--- config.mk ---
export PLATFORM = sky130hd
export DESIGN_NAME = clk_en_hub
export DESIGN_NICKNAME = d
export VERILOG_FILES = /design/src/rtl/clk_en_hub.sv
export SDC_FILE = /design/constraint.sdc
export NUM_CORES = 1
export LEC_CHECK = 0
export CELL_PAD_IN_SITES_DETAIL_PLACEMENT = 1
export CELL_PAD_IN_SITES_GLOBAL_PLACEMENT = 2
export CORE_ASPECT_RATIO = 1.5
export CORE_MARGIN = 1.5
export CORE_UTILIZATION = 38
export CTS_CLUSTER_SIZE = 16
export DETAILED_ROUTE_END_ITERATION = 8
export PLACE_DENSITY = 0.79
export SYNTH_ARGS = -nofsm -noshare
export SYNTH_HDL_FRONTEND = slang
export SYNTH_SLANG_ARGS = --single-unit
--- constraint.sdc ---
create_clock -name hub_clk -period 6.25 [get_ports hub_clk]
set_clock_uncertainty 0.2 [all_clocks]
set_input_delay 1.25 -clock hub_clk [delete_from_list [all_inputs] [get_ports hub_clk]]
set_output_delay 1.25 -clock hub_clk [all_outputs]
set_load 0.03 [all_outputs]
--- src/rtl/clk_en_hub.sv ---
// Clock-enable hub: N_CH programmable dividers producing tick pulses and
// square waves, with glitch-free retune, global phase sync and optional
// cascading where each channel counts ticks of the previous one.
module clk_en_hub #(
  parameter int unsigned N_CH    = 4,
  parameter int unsigned CNT_W   = 16,
  parameter int unsigned DEF_DIV = 10,
  parameter int unsigned CASCADE = 0,
  localparam int unsigned CH_W   = (N_CH > 1) ? $clog2(N_CH) : 1
) (
  input  logic             hub_clk,
  input  logic             hub_rst,
  input  logic [N_CH-1:0]  ch_en,
  input  logic             sync,
  input  logic             cfg_wr,
  input  logic [CH_W-1:0]  cfg_ch,
  input  logic [CNT_W-1:0] cfg_div,
  output logic             cfg_err,
  output logic [N_CH-1:0]  cfg_pend,
  output logic [N_CH-1:0]  tick,
  output logic [N_CH-1:0]  clk_out
);

  localparam logic [CNT_W-1:0] DEF_V  = CNT_W'(DEF_DIV);
  localparam logic [CH_W:0]    N_CH_V = (CH_W+1)'(N_CH);

  logic [CNT_W-1:0] div_q [N_CH];
  logic [CNT_W-1:0] div_d [N_CH];
  logic [CNT_W-1:0] shd_q [N_CH];
  logic [CNT_W-1:0] shd_d [N_CH];
  logic [CNT_W-1:0] cnt_q [N_CH];
  logic [CNT_W-1:0] cnt_d [N_CH];
  logic [CNT_W:0]   half_c [N_CH];

  logic [N_CH-1:0] started_q, started_d;
  logic [N_CH-1:0] pend_q, pend_d;
  logic [N_CH-1:0] tick_q, tick_d;
  logic [N_CH-1:0] clk_q, clk_d;
  logic [N_CH-1:0] step_c;
  logic            err_q;
  logic            wr_bad_c;
  logic            wr_ok_c;

  // Step source: every cycle, or in cascade mode the previous channel's tick.
  if (CASCADE != 0 && N_CH > 1) begin : g_casc
    assign step_c = {tick_q[N_CH-2:0], 1'b1};
  end else begin : g_flat
    assign step_c = '1;
  end

  // A write is rejected for a ratio below 2 or a channel index out of range.
  assign wr_bad_c = cfg_wr && ((cfg_div < CNT_W'(2)) || ({1'b0, cfg_ch} >= N_CH_V));
  assign wr_ok_c  = cfg_wr && !wr_bad_c;

  // Per-channel next state: sync/disable realign, wrap applies shadow ratio.
  always_comb begin
    for (int unsigned i = 0; i < N_CH; i++) begin
      div_d[i]     = div_q[i];
      shd_d[i]     = shd_q[i];
      cnt_d[i]     = cnt_q[i];
      started_d[i] = started_q[i];
      pend_d[i]    = pend_q[i];
      tick_d[i]    = 1'b0;

      if (sync || !ch_en[i]) begin
        cnt_d[i]     = '0;
        started_d[i] = 1'b0;
        if (pend_q[i]) begin
          div_d[i]  = shd_q[i];
          pend_d[i] = 1'b0;
        end
      end else if (step_c[i]) begin
        if (cnt_q[i] == div_q[i] - CNT_W'(1)) begin
          cnt_d[i]     = '0;
          started_d[i] = 1'b1;
          tick_d[i]    = 1'b1;
          if (pend_q[i]) begin
            div_d[i]  = shd_q[i];
            pend_d[i] = 1'b0;
          end
        end else begin
          cnt_d[i] = cnt_q[i] + CNT_W'(1);
        end
      end

      // A write landing this cycle is held in the shadow for the next apply.
      if (wr_ok_c && (cfg_ch == CH_W'(i))) begin
        shd_d[i]  = cfg_div;
        pend_d[i] = 1'b1;
      end

      // High for the first ceil(div/2) phases once the channel has started.
      half_c[i] = ({1'b0, div_d[i]} + (CNT_W+1)'(1)) >> 1;
      clk_d[i]  = started_d[i] && ({1'b0, cnt_d[i]} < half_c[i]);
    end
  end

  // State registers with synchronous reset to the default ratio.
  always_ff @(posedge hub_clk) begin
    if (hub_rst) begin
      for (int unsigned i = 0; i < N_CH; i++) begin
        div_q[i] <= DEF_V;
        shd_q[i] <= DEF_V;
        cnt_q[i] <= '0;
      end
      started_q <= '0;
      pend_q    <= '0;
      tick_q    <= '0;
      clk_q     <= '0;
      err_q     <= 1'b0;
    end else begin
      div_q     <= div_d;
      shd_q     <= shd_d;
      cnt_q     <= cnt_d;
      started_q <= started_d;
      pend_q    <= pend_d;
      tick_q    <= tick_d;
      clk_q     <= clk_d;
      err_q     <= wr_bad_c;
    end
  end

  assign cfg_err  = err_q;
  assign cfg_pend = pend_q;
  assign tick     = tick_q;
  assign clk_out  = clk_q;

endmodule

==> results.md, run 1 <==
* Status: complete, no violations
* P per Cell Area at roughly 190 nW/µm²
* Yosys warning count at 0
* Synth Flop Type: dfxtp_1
* Total power at ~3.0 mW
* Met3 WL post-DR at around 980 µm
* Crit path max fanout at 8
* Worst hold-check path type: flip-flop to flip-flop
* Slew Limit Fails at 0
* Post-layout worst setup margin at 0.4377 ns
* # H-tree levels at 1
* WL final at 44.05 mm
* Synth Instances at 1826
* N_diodes at 0
* Kind of critical path: flip-flop to flip-flop
* Most frequent cells in the layout: 227 x nor2_1, 209 x dfxtp_1, 202 x nand2_1
* DR iter-0 viols at between 500 and 600
* Utilization after layout at 42.79%
* Initial antenna violation count at 0
* Largest net degree at the start of global routing at 68
* Worst slew pin tran at 1.170 ns
* Worst Setup Start Kind: flip-flop
* Synth top area share at 29.74%
* Root Driver: clkbuf_16
* DR DRC count at 0
* RSZ-0062 raised after global routing: false
* DIE WIDTH at about 160 µm
* Req. time, crit path at 6.52 ns
* Port Buffers at 38
* Total die area at between 30000 and 40000 µm²
* Area Growth Syn to Fin at 11.29%
* Via density per instance at ~5.5
* Cell variety after synth at 72
* Area leader, netlist: dfxtp_1
* CTS Sinks at between 200 and 250
* Gr usage total at between 20% and 30%
* Placer Congestion at between 0.8 and 0.9
* Nets at between 1.5k and 2k
* Hold-fix buffers, CTS at 0
* Met1 WL at ~18 mm
* DR vias at 12.68k
* Placed insts at 2261
* Number of global-route vias before repair at between 10k and 15k
* Inserted Clock Buffers at 24
* Setup bufs post-CTS at 0
* Pleak at approximately 6.2 nW
* Post-cts resize count at 0
* Fillers at ~4.5k
* Core footprint at roughly 37000 µm²
* Die Y at between 200 and 250 µm
* Fin cells at about 2.3k
* Syn Area/Cell at slightly below 8 µm²
* Total gr overflow at 0
* Worst Path Arrival at ~6 ns
* Ports at 39
* Number of synthesized flops with an enable pin at 0
* Post-route antenna net violation count at 0
* Share of cells above drive strength 1 at under 10%
* Syn nets at 1924
* Final min period at approximately 5.8 ns
* Commonest non-fill, non-tap cell in the layout: nor2_1
* Row cnt at 86
* Routed wl met2 at roughly 23 mm
* Max_cap viols at 0
* Setup_tns at 0 ns
* Post-synthesis sequential area ratio at 29.74%
* Fmax at between 0.15 and 0.2 GHz
* Flip-flop and latch count after synthesis at approximately 210
* DP HPWL at between 30 and 40 mm
* Worst VDD drop at 0.0001402 V
* Starting density of the core at ~38%
* Ys async rst share at 0%
* Pre-CTS setup slack at 0.2002 ns
* Synth top area cells: dfxtp_1 30%, xnor2_1 7.9%, xor2_1 6.5%, ha_1 6.4%, nor2_1 6.1%
* First-pass GRT wire length at 71.08 mm
* DRT Pass-1 Iters at 5
* Clk_lat worst skew at approximately 0.54 ns
* Tcrit/Tclk final at 93.00%
* Final hold violation count at 0
* Worst setup EP type: flip-flop
* CTS tree: built
* Netlist Area Pre-Place at 14070 µm²
* CTS clk-pin slew, worst paths at 0.06 ns
* WL/cell at around 19 µm
* Worst slew margin at a little over a fifth
* Final setup violation count at 0
* Max layer used: met4
* Max clock buf depth at 3
Yosys cell counts, types with 8 or more instances:
cell,n
a211oi_1,8
a21o_1,20
a21oi_1,91
a31oi_1,14
and2_1,18
and3_1,52
and4_1,8
clkbuf_1,106
dfxtp_1,209
ha_1,72
inv_1,36
mux2i_1,71
nand2_1,202
nand2b_1,12
nand3_1,115
nand4_1,31
nor2_1,229
nor2b_1,15
nor3_1,86
nor4_1,21
o21a_1,8
o21ai_0,52
xnor2_1,127
xor2_1,104
kinds of logic after synthesis:
kind of cell             Yosys count  synth area share [%]
multiplexers                      78                 5.612
AO/OA/AOI/OAI                    245                 10.95
XOR/XNOR                         232                 14.54
buffers and inverters            159                 4.465
flip-flops                       209                 29.74
adder cells (fa/ha/maj)           72                 6.404
AND/OR/NAND/NOR                  831                 28.28
critical path, stage by stage (launching register included):
cell      delay, ns
dfxtp_1        0.39
inv_1          0.12
ha_2           0.27
or4b_4         0.54
or4_1          0.52
o311ai_1       0.08
nor2_1         0.09
or3_1          0.35
o311ai_4       0.28
and2_1         0.21
o21ai_0        0.11
ha_1           0.23
buf_4          0.17
and3_1         0.18
nand2_1        0.08
xor2_1         0.14
nand2_1        0.06
o21ai_1        0.10
ha_1           0.27
a21o_1         0.19
a21o_1         0.17
a21o_1         0.17
a21o_1         0.18
a21oi_1        0.14
nor2b_1        0.06
o21ai_0        0.20
nand3_1        0.11
a31oi_1        0.14
metal layers:
metal / GRT usage (%) / up-vias
met2: 44.64 / 132
met5: 0 / -
li1: - / 6253
met3: 2.255 / 72
met1: 26.11 / 6219
met4: 8.383 / 0
flip-flops by register name, indices dropped and copies added (netlist names):
| name | count |
|---|---|
| cnt_q | 64 |
| div_q | 64 |
| shd_q | 64 |
| cfg_pend | 4 |
| clk_out | 4 |
| started_q | 4 |
| tick | 4 |
| cfg_err | 1 |
layout make-up:
type                    count  area, µm²  share of cell area [%]
flip-flops and latches    209       4184                   26.73
well taps                 484      605.6                   3.868
inverters                  36      135.1                  0.8632
clock buffers              30      654.4                   4.180
clock inverters            14      98.84                  0.6314
multi-input cells        1458       9325                   59.57
repair buffers             74      651.9                   4.164
final timing paths:
path / end / startpoint / slack [ns] / cells past startpoint
max reg2reg: clk_out[1] / div_q[32] / 0.44 / 27
max: clk_out[1] / div_q[32] / 0.44 / 27
min: started_q[1] / started_q[1] / 0.27 / 1
min reg2reg: started_q[1] / started_q[1] / 0.27 / 1
stage by stage:
step	instance area, µm²	hold WS, ns
finish	15660	0.2727
global route	15660	0.2981
CTS	15630	0.2773
detailed placement	14870	0.2617
global placement	14870	0.2663
floorplan	14070	0.2396
report_power, final:
part | switching, mW | internal, mW | leakage (nW)
clock | 0.626 | 0.751 | 0.349
combinational | 0.132 | 0.0744 | 4.19
sequential | 0.0303 | 1.35 | 1.69
total | 0.789 | 2.18 | 6.22
(Power assumes the default switching activity.)
==> run 2, diff against run 1 <==
--- a/config.mk
+++ b/config.mk
@@ -5,12 +5,11 @@
 export SDC_FILE = /design/constraint.sdc
 export NUM_CORES = 1
 export LEC_CHECK = 0
+export ABC_AREA = 0
 export CELL_PAD_IN_SITES_DETAIL_PLACEMENT = 1
 export CELL_PAD_IN_SITES_GLOBAL_PLACEMENT = 2
 export CORE_ASPECT_RATIO = 1.5
-export CORE_MARGIN = 1.5
 export CORE_UTILIZATION = 38
-export CTS_CLUSTER_SIZE = 16
 export DETAILED_ROUTE_END_ITERATION = 8
 export PLACE_DENSITY = 0.79
 export SYNTH_ARGS = -nofsm -noshare
==> run 2 against run 1 <==
- die area decreased by 1.0%
- first-iteration DRC count increased by 1.3%
- cell count about the same
- count of clock-buffer cells in the layout unchanged
- critical path depth unchanged
- critical path type unchanged
- critical endpoint unchanged
- largest cell class unchanged
- largest power group is now the clock network
==> results.md, run 2 (synthesis results as in run 1) <==
* Status: complete, no violations
* Row cnt at between 80 and 90
* Fin cells at 2303
* Reg-to-reg slack, setup at roughly 0.4 ns
* Worst VDD drop at approximately 0.00016 V
* Placer Congestion at around 0.85
* Slew Limit Fails at 0
* Clk_lat worst skew at about 0.55 ns
* Worst hold-check path type: flip-flop to flip-flop
* RSZ-0062 raised after global routing: false
* DRT Pass-1 Iters at 5
* Final setup violation count at 0
* Worst setup EP type: flip-flop
* CTS Sinks at roughly 210
* Area of placed instances at around 15000 µm²
* DR vias at between 10k and 15k
* Initial antenna violation count at 0
* Final hold violation count at 0
* Utilization after layout at around 43%
* DR DRC count at 0
* Worst Path Arrival at approximately 6.1 ns
* Fillers at 4495
* Most frequent cells in the layout: 227 x nor2_1, 209 x dfxtp_1, 202 x nand2_1
* Post-route antenna net violation count at 0
* Setup_tns at 0 ns
* Total die area at about 38000 µm²
* DP HPWL at between 30 and 40 mm
* CTS clk-pin slew, worst paths at about 0.06 ns
* Fmax at 0.1708 GHz
* Max_cap viols at 0
* DIE WIDTH at between 150 and 200 µm
* Largest net degree at the start of global routing at 97
* WL final at between 40 and 50 mm
* Total gr overflow at 0
* Post-layout worst setup margin at 0.3957 ns
* Placed insts at about 2.3k
* Top Registers: cnt_q x64, div_q x64, shd_q x64
* Pre-CTS setup slack at ~0.2 ns
* Kind of critical path: flip-flop to flip-flop
* Req. time, crit path at ~6.5 ns
* DR iter-0 viols at a little over 600
* Pleak at 6.261 nW
* Die Y at 237.6 µm
* Worst slew pin tran at about 1.2 ns
* Gr usage total at between 20% and 30%
* Post-route cell area at about 16000 µm²
* P per Cell Area at roughly 200 nW/µm²
* Crit path max fanout at 8
* Starting density of the core at between 30% and 40%
* N_diodes at 0
* Commonest non-fill, non-tap cell in the layout: nor2_1
* Setup bufs post-CTS at 0
* Tcrit/Tclk final at 93.67%
* # H-tree levels at 1
* Port Buffers at 38
* Inserted Clock Buffers at 24
* Final hold slack at roughly 0.28 ns
* First-pass GRT wire length at 71.62 mm
* Nets at 1899
* Hold-fix buffers, CTS at 0
* WL/cell at ~19 µm
* Core footprint at between 30000 and 40000 µm²
* Final min period at just under 6 ns
* Max clock buf depth at 3
* CTS tree: built
* Ports at 39
* Total power at about 3 mW
* Worst Setup Start Kind: flip-flop
* Worst slew margin at approximately a fifth
* Number of global-route vias before repair at 13.21k
* Area Growth Syn to Fin at 11.90%
* Share of cells above drive strength 1 at 6.212%
* Root Driver: clkbuf_16
* Via density per instance at between 5 and 6
## run 2: critical path: stages (launching register included)
cell and delay, ns:
dfxtp_1 0.37, inv_1 0.12, ha_2 0.27, or4b_4 0.54, or4_1 0.52, o311ai_1 0.09, nor2_1 0.09, or3_1 0.35
o311ai_4 0.29, and2_1 0.22, o21ai_0 0.11, ha_1 0.22, buf_4 0.17, and3_1 0.18, nand2_1 0.09, xor2_1 0.14
nand2_1 0.06, o21ai_1 0.10, ha_1 0.26, a21o_1 0.18, a21o_1 0.17, a21o_1 0.17, a21o_1 0.17, a21oi_1 0.13
nor2b_1 0.06, o21ai_0 0.22, nand3_1 0.12, a31oi_1 0.17
## run 2: layout make-up
type / instances / area (µm²) / area share (%)
multi-input cells: 1458 / 9349 / 59.39
flip-flops and latches: 209 / 4184 / 26.58
clock buffers: 30 / 684.4 / 4.348
repair buffers: 72 / 636.9 / 4.046
well taps: 484 / 605.6 / 3.847
clock inverters: 14 / 146.4 / 0.9300
inverters: 36 / 135.1 / 0.8584
## run 2: timing repair
action	4_1_cts	5_1_grt
endpoints found under the setup margin	0	3
hold endpoints to repair	0	0
gates resized for setup	0	16
## run 2: final timing paths
kind,start,to,cells after the start
min reg2reg,started_q[1],started_q[1],1
max,div_q[32],clk_out[1],27
min,started_q[1],started_q[1],1
max reg2reg,div_q[32],clk_out[1],27
## run 2: metal layers
metal  share of wire, %  global-route usage, %
met3                2.2                  2.164
met5                  0                      0
met1                 42                  26.70
met2                 53                  45.06
met4                3.2                  8.508
## run 2: report_power, final
group          internal [mW]  switching [mW]
combinational         0.0739           0.133
clock                  0.865           0.632
sequential              1.35          0.0311
==> run 3, diff against run 2 <==
==> constraint.sdc (replaced) <==
create_clock -name hub_clk -period 6.25 [get_ports hub_clk]
set_clock_uncertainty 0.2 [all_clocks]
set_input_delay 1.25 -clock hub_clk [delete_from_list [all_inputs] [get_ports hub_clk]]
set_output_delay 1.25 -clock hub_clk [all_outputs]
set_load 0.05 [all_outputs]
==> results of run 3 <==
Same layout as run 2 (identical final DEF). Status: complete, no violations.
Main changes from that run: total power 3.085 mW -> 3.086 mW
